### config.mk
export PLATFORM = sky130hd
export DESIGN_NAME = llc_pipe_ctrl
export DESIGN_NICKNAME = d
export VERILOG_FILES = /design/src/rtl/llc_pipe_ctrl_pkg.sv /design/src/rtl/llc_pipe_arbiter.sv /design/src/rtl/llc_pipe_ctrl.sv
export SDC_FILE = /design/constraint.sdc
export NUM_CORES = 1
export LEC_CHECK = 0
export BUFFER_PORTS_ARGS = -buffer_cell sky130_fd_sc_hd__buf_4
export CORE_UTILIZATION = 30
export DETAILED_ROUTE_END_ITERATION = 7
export HOLD_SLACK_MARGIN = 0.05
export PLACE_DENSITY = 0.62
export SYNTH_ARGS = -nofsm -noshare
export SYNTH_HDL_FRONTEND = slang
export SYNTH_SLANG_ARGS = --single-unit
### constraint.sdc
create_clock -name clk -period 2.6 [get_ports clk]
set_input_delay 0.26 -clock clk [delete_from_list [all_inputs] [get_ports clk]]
set_output_delay 0.26 -clock clk [all_outputs]
set_load 0.02 [all_outputs]
### src/rtl/llc_pipe_ctrl_pkg.sv
// Shared LLC pipeline types and constants: stage entry record, default depth and field widths.
package llc_pipe_ctrl_pkg;

    localparam int LLC_PIPE_STAGES   = 4;
    localparam int LLC_SET_BITS_DFLT = 8;
    localparam int LLC_CH_BITS_DFLT  = 2;

    typedef struct packed {
        logic                         valid;
        logic [LLC_SET_BITS_DFLT-1:0] set;
        logic [LLC_CH_BITS_DFLT-1:0]  ch;
    } llc_pipe_entry_t;

    function automatic int llc_ch_bits(input int n);
        return (n > 1) ? $clog2(n) : 1;
    endfunction

endpackage

### src/rtl/llc_pipe_arbiter.sv
// Fixed-priority grant (index 0 highest) over requests that are not hazarded.
module llc_pipe_arbiter #(
    parameter int NUM_CH = 4
) (
    input  logic [NUM_CH-1:0] req,
    input  logic [NUM_CH-1:0] hazard,
    input  logic              en,
    output logic [NUM_CH-1:0] grant
);

    logic [NUM_CH-1:0] elig;

    assign elig = req & ~hazard;
    // Isolate the lowest set bit so hazarded channels never shadow lower-priority ones.
    assign grant = en ? (elig & (~elig + NUM_CH'(1))) : '0;

endmodule

### src/rtl/llc_pipe_ctrl.sv
// LLC request pipeline controller: set-hazard-aware channel issue into a bubble-collapsing stage pipe.
// Optional statistics counters are built when LLC_PIPE_STATS_EN is defined.
`ifndef LLC_SET_BITS
`define LLC_SET_BITS 8
`endif

module llc_pipe_ctrl
    import llc_pipe_ctrl_pkg::*;
#(
    parameter int NUM_STAGES = LLC_PIPE_STAGES,
    parameter int NUM_CH     = 4,
    parameter int SET_BITS   = `LLC_SET_BITS
) (
    input  logic                                      clk,
    input  logic                                      rst,
    input  logic [NUM_CH-1:0]                         ch_valid,
    input  logic [NUM_CH*SET_BITS-1:0]                ch_set,
    output logic [NUM_CH-1:0]                         ch_ready,
    input  logic                                      proc_done,
    input  logic                                      flush,
    output logic [NUM_STAGES-1:0]                     stage_valid,
    output logic [NUM_STAGES*SET_BITS-1:0]            stage_set,
    output logic [NUM_STAGES*llc_ch_bits(NUM_CH)-1:0] stage_ch,
    output logic                                      retire,
    output logic                                      busy
`ifdef LLC_PIPE_STATS_EN
    ,
    output logic [31:0]                               stat_issued,
    output logic [31:0]                               stat_retired,
    output logic [31:0]                               stat_hazard_cycles
`endif
);

    localparam int CH_BITS = llc_ch_bits(NUM_CH);
    localparam int LAST    = NUM_STAGES - 1;

    logic [NUM_STAGES-1:0]               stg_vld_p;
    logic [NUM_STAGES-1:0][SET_BITS-1:0] stg_set_p;
    logic [NUM_STAGES-1:0][CH_BITS-1:0]  stg_ch_p;

    logic [NUM_STAGES-1:0] slot_free;
    logic [NUM_CH-1:0]     hazard;
    logic [NUM_CH-1:0]     grant;
    logic                  gnt_any;
    logic [SET_BITS-1:0]   gnt_set;
    logic [CH_BITS-1:0]    gnt_ch;

    // A slot is free when empty or when its occupant moves on this cycle.
    always_comb begin
        slot_free       = '0;
        slot_free[LAST] = ~stg_vld_p[LAST] | proc_done;
        for (int k = LAST - 1; k >= 0; k--) begin
            slot_free[k] = ~stg_vld_p[k] | slot_free[k+1];
        end
    end

    always_comb begin
        hazard = '0;
        for (int i = 0; i < NUM_CH; i++) begin
            for (int k = 0; k < NUM_STAGES; k++) begin
                if (stg_vld_p[k] && (ch_set[i*SET_BITS +: SET_BITS] == stg_set_p[k])) begin
                    hazard[i] = 1'b1;
                end
            end
        end
    end

    llc_pipe_arbiter #(
        .NUM_CH (NUM_CH)
    ) u_arb (
        .req    (ch_valid),
        .hazard (hazard),
        .en     (slot_free[0] & ~flush & rst),
        .grant  (grant)
    );

    always_comb begin
        gnt_set = '0;
        gnt_ch  = '0;
        for (int i = 0; i < NUM_CH; i++) begin
            if (grant[i]) begin
                gnt_set = ch_set[i*SET_BITS +: SET_BITS];
                gnt_ch  = CH_BITS'(i);
            end
        end
    end

    assign gnt_any = |grant;

    always_ff @(posedge clk or negedge rst) begin
        if (!rst) begin
            stg_vld_p <= '0;
            stg_set_p <= '0;
            stg_ch_p  <= '0;
        end else begin
            // stage 0 boundary: accept the granted channel
            if (slot_free[0]) begin
                stg_vld_p[0] <= gnt_any;
                stg_set_p[0] <= gnt_set;
                stg_ch_p[0]  <= gnt_ch;
            end
            // stage k-1 -> k boundary
            for (int k = 1; k < NUM_STAGES; k++) begin
                if (slot_free[k]) begin
                    stg_vld_p[k] <= stg_vld_p[k-1];
                    stg_set_p[k] <= stg_set_p[k-1];
                    stg_ch_p[k]  <= stg_ch_p[k-1];
                end
            end
            if (flush) begin
                stg_vld_p <= '0;
            end
        end
    end

    assign ch_ready    = grant;
    assign retire      = stg_vld_p[LAST] & proc_done;
    assign busy        = |stg_vld_p;
    assign stage_valid = stg_vld_p;
    assign stage_set   = stg_set_p;
    assign stage_ch    = stg_ch_p;

`ifdef LLC_PIPE_STATS_EN
    logic [31:0] stat_issued_q;
    logic [31:0] stat_retired_q;
    logic [31:0] stat_hazard_q;

    function automatic logic [31:0] sat_inc(input logic [31:0] v, input logic inc);
        return (inc && (v != '1)) ? v + 32'd1 : v;
    endfunction

    always_ff @(posedge clk or negedge rst) begin
        if (!rst) begin
            stat_issued_q  <= '0;
            stat_retired_q <= '0;
            stat_hazard_q  <= '0;
        end else begin
            stat_issued_q  <= sat_inc(stat_issued_q, gnt_any);
            stat_retired_q <= sat_inc(stat_retired_q, retire);
            stat_hazard_q  <= sat_inc(stat_hazard_q, |(ch_valid & hazard & ~grant));
        end
    end

    assign stat_issued        = stat_issued_q;
    assign stat_retired       = stat_retired_q;
    assign stat_hazard_cycles = stat_hazard_q;
`endif

endmodule
# Word-level counts from Yosys, hierarchy flattened
# Cells that the tools add are included.
[word_totals]
output_inout_bits = 50
reg_bits = 44
input_bits = 40
wordCells = 96
[op_classes]
n_reduce_logical = 22
n_bitwise = 16
muxes = 29
eq_ne = 16
add_sub_neg = 1
[ops]
columns = ["operator", "count"]
rows = [
  ["== test 8 bit", 16],
  ["two-way mux 8 bit", 4],
  ["two-way mux 1 bit", 21],
  ["logical AND 1 bit", 16],
  ["bitwise AND 4 bit", 2],
  ["two-way mux 4 bit", 2],
  ["inverter 4 bit", 2],
  ["nonzero test 2 bit", 4],
  ["OR reduction 4 bit", 2],
  ["inverter 1 bit", 5],
  ["adder 4 x 1 -> 4 bit (second input constant)", 1],
  ["two-way mux 2 bit", 2],
  ["OR 1 bit", 4],
  ["bitwise AND 1 bit", 3],
]

# Logic depth before layout (Yosys ltp)
# Gate-level depths: netlist of the first run.
[logic_depth]
word_depth = 16
depth_mapped = 11
depth_no_buf = 9

# Cells and area by module
# A second synthesis of the first run with hierarchy kept.
[hier_totals]
hier_cells = 406
hier_area_um2 = 3689.8
[by_module_without_submodules]
columns = ["mod", "cells_per_inst", "n_inst", "seq_area_each_um2", "area_per_inst_um2"]
rows = [
  ["llc_pipe_ctrl", 396, 1, 1101.1, 3622.2],
  ["llc_pipe_arbiter", 10, 1, 0.0, 67.6],
]

# Worst setup path after synthesis of the first run
# No wires, ideal clock.
[synth_path]
kind = "register to output"
start = "register stg_set_p (netlist bit stage_set[15])"
end = "output port ch_ready[1]"
n_path_buf = 3
stages_incl_launch_ff = 10
setup_slack_ps = 14
t_required_ps = 2340
arrival_time_ps = 2326
path_cell_list = "dfrtp_1 -> buf_6 -> xor2_1 -> nor4_1 -> nand4_1 -> o31a_1 -> and2_4 -> buf_6 -> buf_6 -> nor3_1"
[synth_via]
elab_chain_cells = 11
word_cells_on_any_way = 16
classes_between = "1 x add/sub; 2 x eq/ne; 7 x mux; 4 x bitwise; 2 x reduce/logical"
[synth_lines]
columns = ["element", "line_no", "rtl"]
rows = [
  ["from (decl)", "llc_pipe_ctrl.sv:38", "logic [NUM_STAGES-1:0][SET_BITS-1:0] stg_set_p;"],
  ["from (signal, indexed assignment)", "llc_pipe_ctrl.sv:106", "stg_set_p[k] <= stg_set_p[k-1];"],
  ["== test 8 bit", "llc_pipe_ctrl.sv:61", "if (stg_vld_p[k] && (ch_set[i*SET_BITS +: SET_BITS] == stg_set_p[k])) begin"],
  ["logical AND 1 bit", "llc_pipe_ctrl.sv:61", ""],
  ["two-way mux 1 bit (3 in series)", "llc_pipe_ctrl.sv:61", ""],
  ["inverter 4 bit (*)", "llc_pipe_arbiter.sv:13", "assign elig = req & ~hazard;"],
  ["bitwise AND 4 bit (*)", "llc_pipe_arbiter.sv:13", ""],
  ["inverter 4 bit", "llc_pipe_arbiter.sv:15", "assign grant = en ? (elig & (~elig + NUM_CH'(1))) : '0;"],
  ["adder 4 x 1 -> 4 bit", "llc_pipe_arbiter.sv:15", ""],
  ["bitwise AND 4 bit (*)", "llc_pipe_arbiter.sv:15", ""],
  ["two-way mux 4 bit (*)", "llc_pipe_arbiter.sv:15", ""],
  ["to (decl)", "llc_pipe_ctrl.sv:18", "output logic [NUM_CH-1:0] ch_ready,"],
]
# Mark *: on every way between the ends. The rest lies on a longest branch, timed or not.

# Worst setup path after layout of the first run
[layout_path]
start = "register stg_set_p (netlist bit stage_set[2])"
end = "output port ch_ready[3]"
[layout_via]
elab_chain_cells = 12
word_cells_on_any_way = 30
classes_between = "1 x add/sub; 4 x eq/ne; 17 x mux; 4 x bitwise; 4 x reduce/logical"
[layout_lines]
columns = ["element", "line_no"]
rows = [
  ["== test 8 bit", "llc_pipe_ctrl.sv:61"],
  ["logical AND 1 bit", "llc_pipe_ctrl.sv:61"],
  ["two-way mux 1 bit (4 in series)", "llc_pipe_ctrl.sv:61"],
  ["inverter 4 bit (*)", "llc_pipe_arbiter.sv:13"],
  ["bitwise AND 4 bit (*)", "llc_pipe_arbiter.sv:13"],
  ["inverter 4 bit", "llc_pipe_arbiter.sv:15"],
  ["adder 4 x 1 -> 4 bit", "llc_pipe_arbiter.sv:15"],
  ["bitwise AND 4 bit (*)", "llc_pipe_arbiter.sv:15"],
  ["two-way mux 4 bit (*)", "llc_pipe_arbiter.sv:15"],
]
# Marks and branches as above.

==> impl_metrics.tcl, run 1 <==
set metrics [dict create \
    hold_viol_final 0 \
    synth_cell_types 41 \
    worstHoldPathType "in2reg" \
    dieWidth_um 113.2 \
    diodes 0 \
    required_ns 2.34 \
    finalPower_w 0.002052 \
    clock_power_share_pct 32.1 \
    ctsHtreeMaxLevel 2 \
    gp_congestion 0.9878 \
    synth-edff-count 0 \
    fillers 1223 \
    power.switching_w 0.0006761 \
    grt_first_pass_wirelength_mm 20.86 \
    period_minus_slack_ns 2.586 \
    grt_use_total_pct 22.18 \
    hold_ws_ns 0.1888 \
    critPathMaxFanout 4 \
    path_clk_slew_ns 0.07 \
    ios 90 \
    avgViaCountPerCell 5.150 \
    synth_cells 415 \
    finClkSkew_ns 0.006924 \
    globalRoute.totalOverflow 0 \
    dieArea_um2 12820 \
    syn-num-nets 455 \
    synth_compound_gate_area_share_pct 6.775 \
    status "complete, no violations" \
    power.share.switching_pct 32.94 \
    syn_avg_cell_area_um2 8.945 \
    p_int_w 0.001376 \
    setup_viol 0 \
    critPathKind "reg2out" \
    firstDrtPassIters 4 \
    fin_nets 516 \
    synth_area_um2 3712 \
    synthArstFlopShare_pct 100.0 \
    tightest_slew_ns 0.5229 \
    peakVddDrop_uv 249.9 \
    drt_iter0_markers 204 \
    leakage_nw 2.280 \
    maxSlewViolCount 0 \
    rsz0062_at_grt "true" \
    place_hpwl_mm 11.06 \
    vias 3322 \
    grt_start_max_net_pins 38 \
    synthSimpleGateAreaFrac_pct 15.27 \
    core_area_um2 12060 \
    wirelength_mm 13.74 \
    clk_path_buf_depth 2 \
    fmax_mhz 386.7 \
    ant_nets 0 \
    wire_per_inst_um 21.31 \
    root_buffer "clkbuf_16" \
    placement_rows 40 \
    clk_latency_ns 0.29 \
    die_h_um 113.2 \
    seqPwrFrac_pct 38.4 \
    drc_errors 0 \
    worstPathArrival_ns 2.33 \
    ys_warn_count 0 \
    yosysSeqAreaShare_pct 29.66 \
    synth-xor-area-share_pct 30.20 \
    synthMuxAreaShare_pct 9.100 \
    tns_ns 0 \
    synth-main-ff-cell "dfrtp_1" \
    grt_pass1_vias 3387 \
    layout-drive-gt1-share_pct 39.20 \
    min_period_over_period_pct 99.46 \
    comb_power_share_pct 29.5 \
    maxCapViolations 0 \
    tritoncts "built" \
    power.density_nw_per_um2 425.4 \
    final_area_um2 4825 \
    ys_seq_elements 44 \
    worst_setup_path_end_kind "output port" \
    start_kind "flop" \
    relSlewSlack_pct 65.06 \
    cts_sinks 44 \
    initial_utilization_pct 30.78 \
    cts_buffers 5 \
    syn_to_final_growth_pct 29.96 \
    synth-adder-area-share_pct 0 \
    portBuffers 89 \
    synth_top_family_by_area "XOR/XNOR gates" \
    antenna_found_initial 0 \
    dpl_cell_area_um2 4508 \
]
-- cell usage in the layout (no fill, tap or decap), types with 2 or more instances in the layout --
cell	Yosys	final
a211o_1	2	2
a211oi_1	5	5
a21oi_1	10	9
and2_4	1	2
and3_1	9	8
buf_4	0	120
buf_6	4	6
clkbuf_16	0	5
clkinv_2	0	2
dfrtp_1	44	39
dfrtp_2	0	5
inv_1	4	4
mux2_2	30	30
nand2_1	10	9
nand3_1	13	12
nand4_1	16	16
nand4b_1	2	2
nor2_1	6	6
nor2b_1	2	2
nor3_1	13	9
nor3_2	0	3
nor4_1	12	9
nor4_2	0	3
nor4b_1	6	6
o21a_1	2	2
o21ai_0	2	2
o22a_1	2	2
o22ai_1	5	5
o31a_1	2	2
or3_1	2	2
xnor2_1	53	53
xor2_1	75	75
-- area by class of cell --
type	instances	area [um2]	area share [%]
inverter	5	18.77	0.3890
multi-input combinational	293	2361	48.94
sequential	44	1107	22.95
timing repair buffer	127	978.4	20.28
tap	168	210.2	4.357
clock inverter	2	10.01	0.2075
clock buffer	6	138.9	2.879
-- final timing paths --
kind | start | endpoint | slack [ns] | cells past startpoint
max | stage_set[2] | ch_ready[3] | 0.01 | 10
min | flush | stage_valid[2] | 0.19 | 2
max reg2reg | stage_set[2] | stage_set[7] | 0.16 | 11
min reg2reg | stage_ch[6] | stage_ch[6] | 0.52 | 1
max in group asynchronous | rst | stage_valid[3] | 1.49 | 3
min in group asynchronous | rst | stage_set[9] | 0.35 | 2
-- metrics by stage --
stage / cells / setup WS, ns / utilization [%]
after floorplan: 415 / 0.01418 / -
after global placement: 630 / -0.09634 / 37.38
after detailed placement: 630 / -0.01164 / 37.38
after CTS: 641 / 0.004942 / 39.16
after global routing: 645 / -0.09944 / 40.00
final: 645 / 0.01406 / 40.00
-- layer usage --
layer  share of wire [%]  track usage, %  up-vias
li1                    -               -     1504
met1                  44           29.99     1663
met2                  48           36.61      138
met3                 6.2           3.803       17
met4                 1.7           5.702        0
met5                   0               0        -
-- state kept, by name (all words and copies together), names as in the netlist --
| signal | flops |
|---|---|
| stage_ch | 8 |
| stage_valid | 4 |
| stage_set | 32 |
-- cells in the mapped netlist, types with 2 or more instances --
master | n | area, um2
o41ai_1 | 2 | 17.52
a21oi_1 | 10 | 50.05
and3_1 | 9 | 56.30
buf_1 | 11 | 41.29
a211o_1 | 2 | 17.52
or3_1 | 2 | 12.51
nor2_1 | 6 | 22.52
xor2_1 | 75 | 656.9
o21ai_0 | 2 | 10.01
dfrtp_1 | 44 | 1101
o22ai_1 | 5 | 31.28
buf_2 | 9 | 45.04
nand4_1 | 16 | 100.1
mux2_2 | 30 | 337.8
buf_6 | 4 | 45.04
clkbuf_1 | 49 | 183.9
nand3_1 | 13 | 65.06
nor3_1 | 13 | 65.06
xnor2_1 | 53 | 464.2
nor4_1 | 12 | 75.07
nor4b_1 | 6 | 52.55
o31a_1 | 2 | 17.52
a211oi_1 | 5 | 37.54
o21a_1 | 2 | 15.01
and2_1 | 2 | 12.51
o22a_1 | 2 | 17.52
nand4b_1 | 2 | 17.52
nor2b_1 | 2 | 12.51
nand2_1 | 10 | 37.54
inv_1 | 4 | 15.01
-- timing repair --
action,4_1_cts,5_1_grt
endpoints found under the hold margin,8,0
setup endpoints to repair,4,11
gates resized for setup,10,19
hold buffers,1,0
pin swaps,4,6
buffers inserted,2,4
-- power groups by stage --
stage	clock network (W)	logic [W]	registers, W
6_report	0.000659	0.000606	0.000787
5_1_grt	0.000691	0.000648	0.000794
4_1_cts	0.000667	0.000595	0.000787
3_5_place_dp	0	0.000585	0.000799
3_3_place_gp	0	0.000585	0.000798
2_1_floorplan	0	0.000352	0.000796
-- logic make-up after synthesis --
| family | after synthesis |
|---|---|
| xor gates and xnor gates | 128 |
| buffers and inverters | 78 |
| and+or+nand+nor | 98 |
| AOI/OAI and AO/OA | 37 |
| muxes | 30 |
| DFF | 44 |
-- critical path, cell delays in order, from the launching register on --
cell and delay, ns:
dfrtp_1 0.40, buf_6 0.13, xor2_1 0.16, nor4_2 0.25
nand4_1 0.20, and3_4 0.23, a22oi_2 0.22, nand4b_1 0.14
buf_6 0.14, inv_1 0.05, buf_6 0.11
(Power assumes the default switching activity.)
==> run 2, diff against run 1 <==
Settings changed: CORE_UTILIZATION 30 to 39, PLACE_DENSITY 0.62 to 0.73.
Clock period 2.6 ns to 3.2 ns, I/O delays scaled along.
==> run 2 against run 1 <==
  * Via count shrank 4.1%
  * Non-clock buffer count shrank 21
  * Design area shrank 7.5%
  * Critical path type unchanged
  * Largest power group unchanged
  * Sequential share of layout area grew 1.7 points
==> impl_metrics.tcl, run 2 (synthesis gave the netlist of run 1 again) <==
set metrics [dict create \
    status "complete, no violations" \
    final_area_um2 4461 \
    power.density_nw_per_um2 337.7 \
    antenna_found_initial 0 \
    maxSlewViolCount 0 \
    min_from "flush" \
    dpl_cell_area_um2 4324 \
    root_buffer "clkbuf_8" \
    power.switching_w 0.0004930 \
    p_int_w 0.001013 \
    core_area_um2 9240 \
    grt_first_pass_wirelength_mm 18.83 \
    fmax_mhz 343.3 \
    min_period_over_period_pct 91.02 \
    peakVddDrop_uv 218.6 \
    r2r_cells 10 \
    ctsHtreeMaxLevel 2 \
    hold_viol_final 0 \
    worstHoldPathType "in2reg" \
    vias 3185 \
    required_ns 2.88 \
    firstDrtPassIters 4 \
    fillers 911 \
    die_h_um 99.57 \
    portBuffers 89 \
    multi_input_area_um2 2282 \
    period_minus_slack_ns 2.913 \
    drc_errors 0 \
    grt_start_max_net_pins 36 \
    ant_nets 0 \
    worstHoldPathCells 2 \
    ios 90 \
    path_clk_slew_ns 0.08 \
    seqPwrFrac_pct 43.5 \
    dieArea_um2 9913 \
    gp_congestion 0.9062 \
    maxCapViolations 0 \
    wire_per_inst_um 20.93 \
    diodes 0 \
    rsz0062_at_grt "false" \
    r2r_start "stage_set[5]" \
    syn_to_final_growth_pct 20.16 \
    clock_power_share_pct 27.9 \
    tightest_slew_ns 0.5193 \
    power.share.switching_pct 32.73 \
    layout-drive-gt1-share_pct 31.94 \
    timing.rr.end "stage_set[6]" \
    place_hpwl_mm 9.616 \
    clk_path_buf_depth 2 \
    wirelength_mm 12.21 \
    initial_utilization_pct 40.18 \
    grt_use_total_pct 25.51 \
    avgViaCountPerCell 5.463 \
    post-route-util_pct 48.27 \
    placement_rows 35 \
    globalRoute.totalOverflow 0 \
    critPathKind "reg2out" \
    cts_buffers 5 \
    critPathMaxFanout 8 \
    relSlewSlack_pct 65.30 \
    tritoncts "built" \
    final_common_cell "buf_4" \
    worstPathArrival_ns 2.59 \
    finClkSkew_ns 0.01014 \
    clk_latency_ns 0.30 \
    start_kind "flop" \
    cts_sinks 44 \
    worst_setup_path_end_kind "output port" \
    rrSetupSlack_ns 0.46 \
    comb_power_share_pct 28.6 \
    seqCellArea_um2 1101 \
    grt_pass1_vias 3229 \
    fin_nets 495 \
    holdPathEnd "stage_valid[2]" \
    tns_ns 0 \
    largest_reg_flops 32 \
    dieWidth_um 99.57 \
    leakage_nw 2.127 \
    drt_iter0_markers 213 \
    final_cell_mix "105 x buf_4, 75 x xor2_1, 53 x xnor2_1, 44 x dfrtp_1, 30 x mux2_2" \
    setup_viol 0 \
]
## run 2: changes by cell type in the layout (fill, tap and decap cells not counted), sizes merged
cell	delta
buf	-21
clkinv	-2
bufinv	+1
clkbuf	-1
## run 2: area by class of cell
class                           instances  share of cell area (%)
Clock buffer                            5                   1.543
Clock inverter                          1                  0.6732
Inverter                                5                  0.4208
Multi-Input combinational cell        293                   51.16
Sequential cell                        44                   24.68
Tap cell                              129                   3.619
Timing Repair Buffer                  106                   17.90
## run 2: per-stage QoR
| step | power, W | cells | worst slack (ns) | hold slack [ns] |
|---|---|---|---|---|
| floorplan | 0.0009323 | 415 | 0.5542 | 0.02441 |
| global placement | 0.001088 | 573 | 0.3911 | 0.1694 |
| detailed placement | 0.001090 | 573 | 0.3723 | 0.1730 |
| CTS | 0.001508 | 580 | 0.1032 | 0.2337 |
| global route | 0.001576 | 583 | 0.08379 | 0.2250 |
| finish | 0.001506 | 583 | 0.2872 | 0.2417 |
## run 2: how the worst max path moves through the flow
stage                     cells after the start     startpoint      endpoint
after detailed placement                      9   stage_set[5]  stage_set[6]
final                                         8   stage_set[5]   ch_ready[2]
after floorplan                               9  stage_set[15]   ch_ready[1]
after global routing                          8   stage_set[5]   ch_ready[2]
after CTS                                     8   stage_set[5]   ch_ready[3]
after global placement                        9   stage_set[5]  stage_set[6]
## run 2: power groups by stage
stage | sequential, W | combinational, W | clock (W)
after floorplan | 0.000647 | 0.000286 | 0
after global placement | 0.000663 | 0.000425 | 0
after detailed placement | 0.000664 | 0.000426 | 0
after CTS | 0.000654 | 0.000429 | 0.000425
after global routing | 0.000660 | 0.000465 | 0.000451
final | 0.000656 | 0.000431 | 0.000420
## run 2: timing repair
item,4_1_cts,5_1_grt
setup buffers,0,3
hold buffers,1,0
hold endpoints to repair,10,0
setup endpoints to repair,0,2
resized for setup,0,1
## run 2: metal layers
metal / up-vias / track usage, % / routed length (um) / share of wire (%)
met2: 124 / 42.90 / 5845 / 48
met5: - / 0 / 0 / 0
met1: 1574 / 33.25 / 5392 / 44
met4: 0 / 8.258 / 308 / 2.5
met3: 26 / 4.427 / 658 / 5.4
li1: 1461 / - / - / -
## run 2: worst max-delay path, stage by stage, from the launching register on
cell	delay, ns
dfrtp_1	0.52
xor2_1	0.22
nor4_1	0.29
nand4_1	0.14
and3_1	0.27
a22oi_2	0.30
nand3_1	0.21
inv_2	0.18
buf_4	0.16
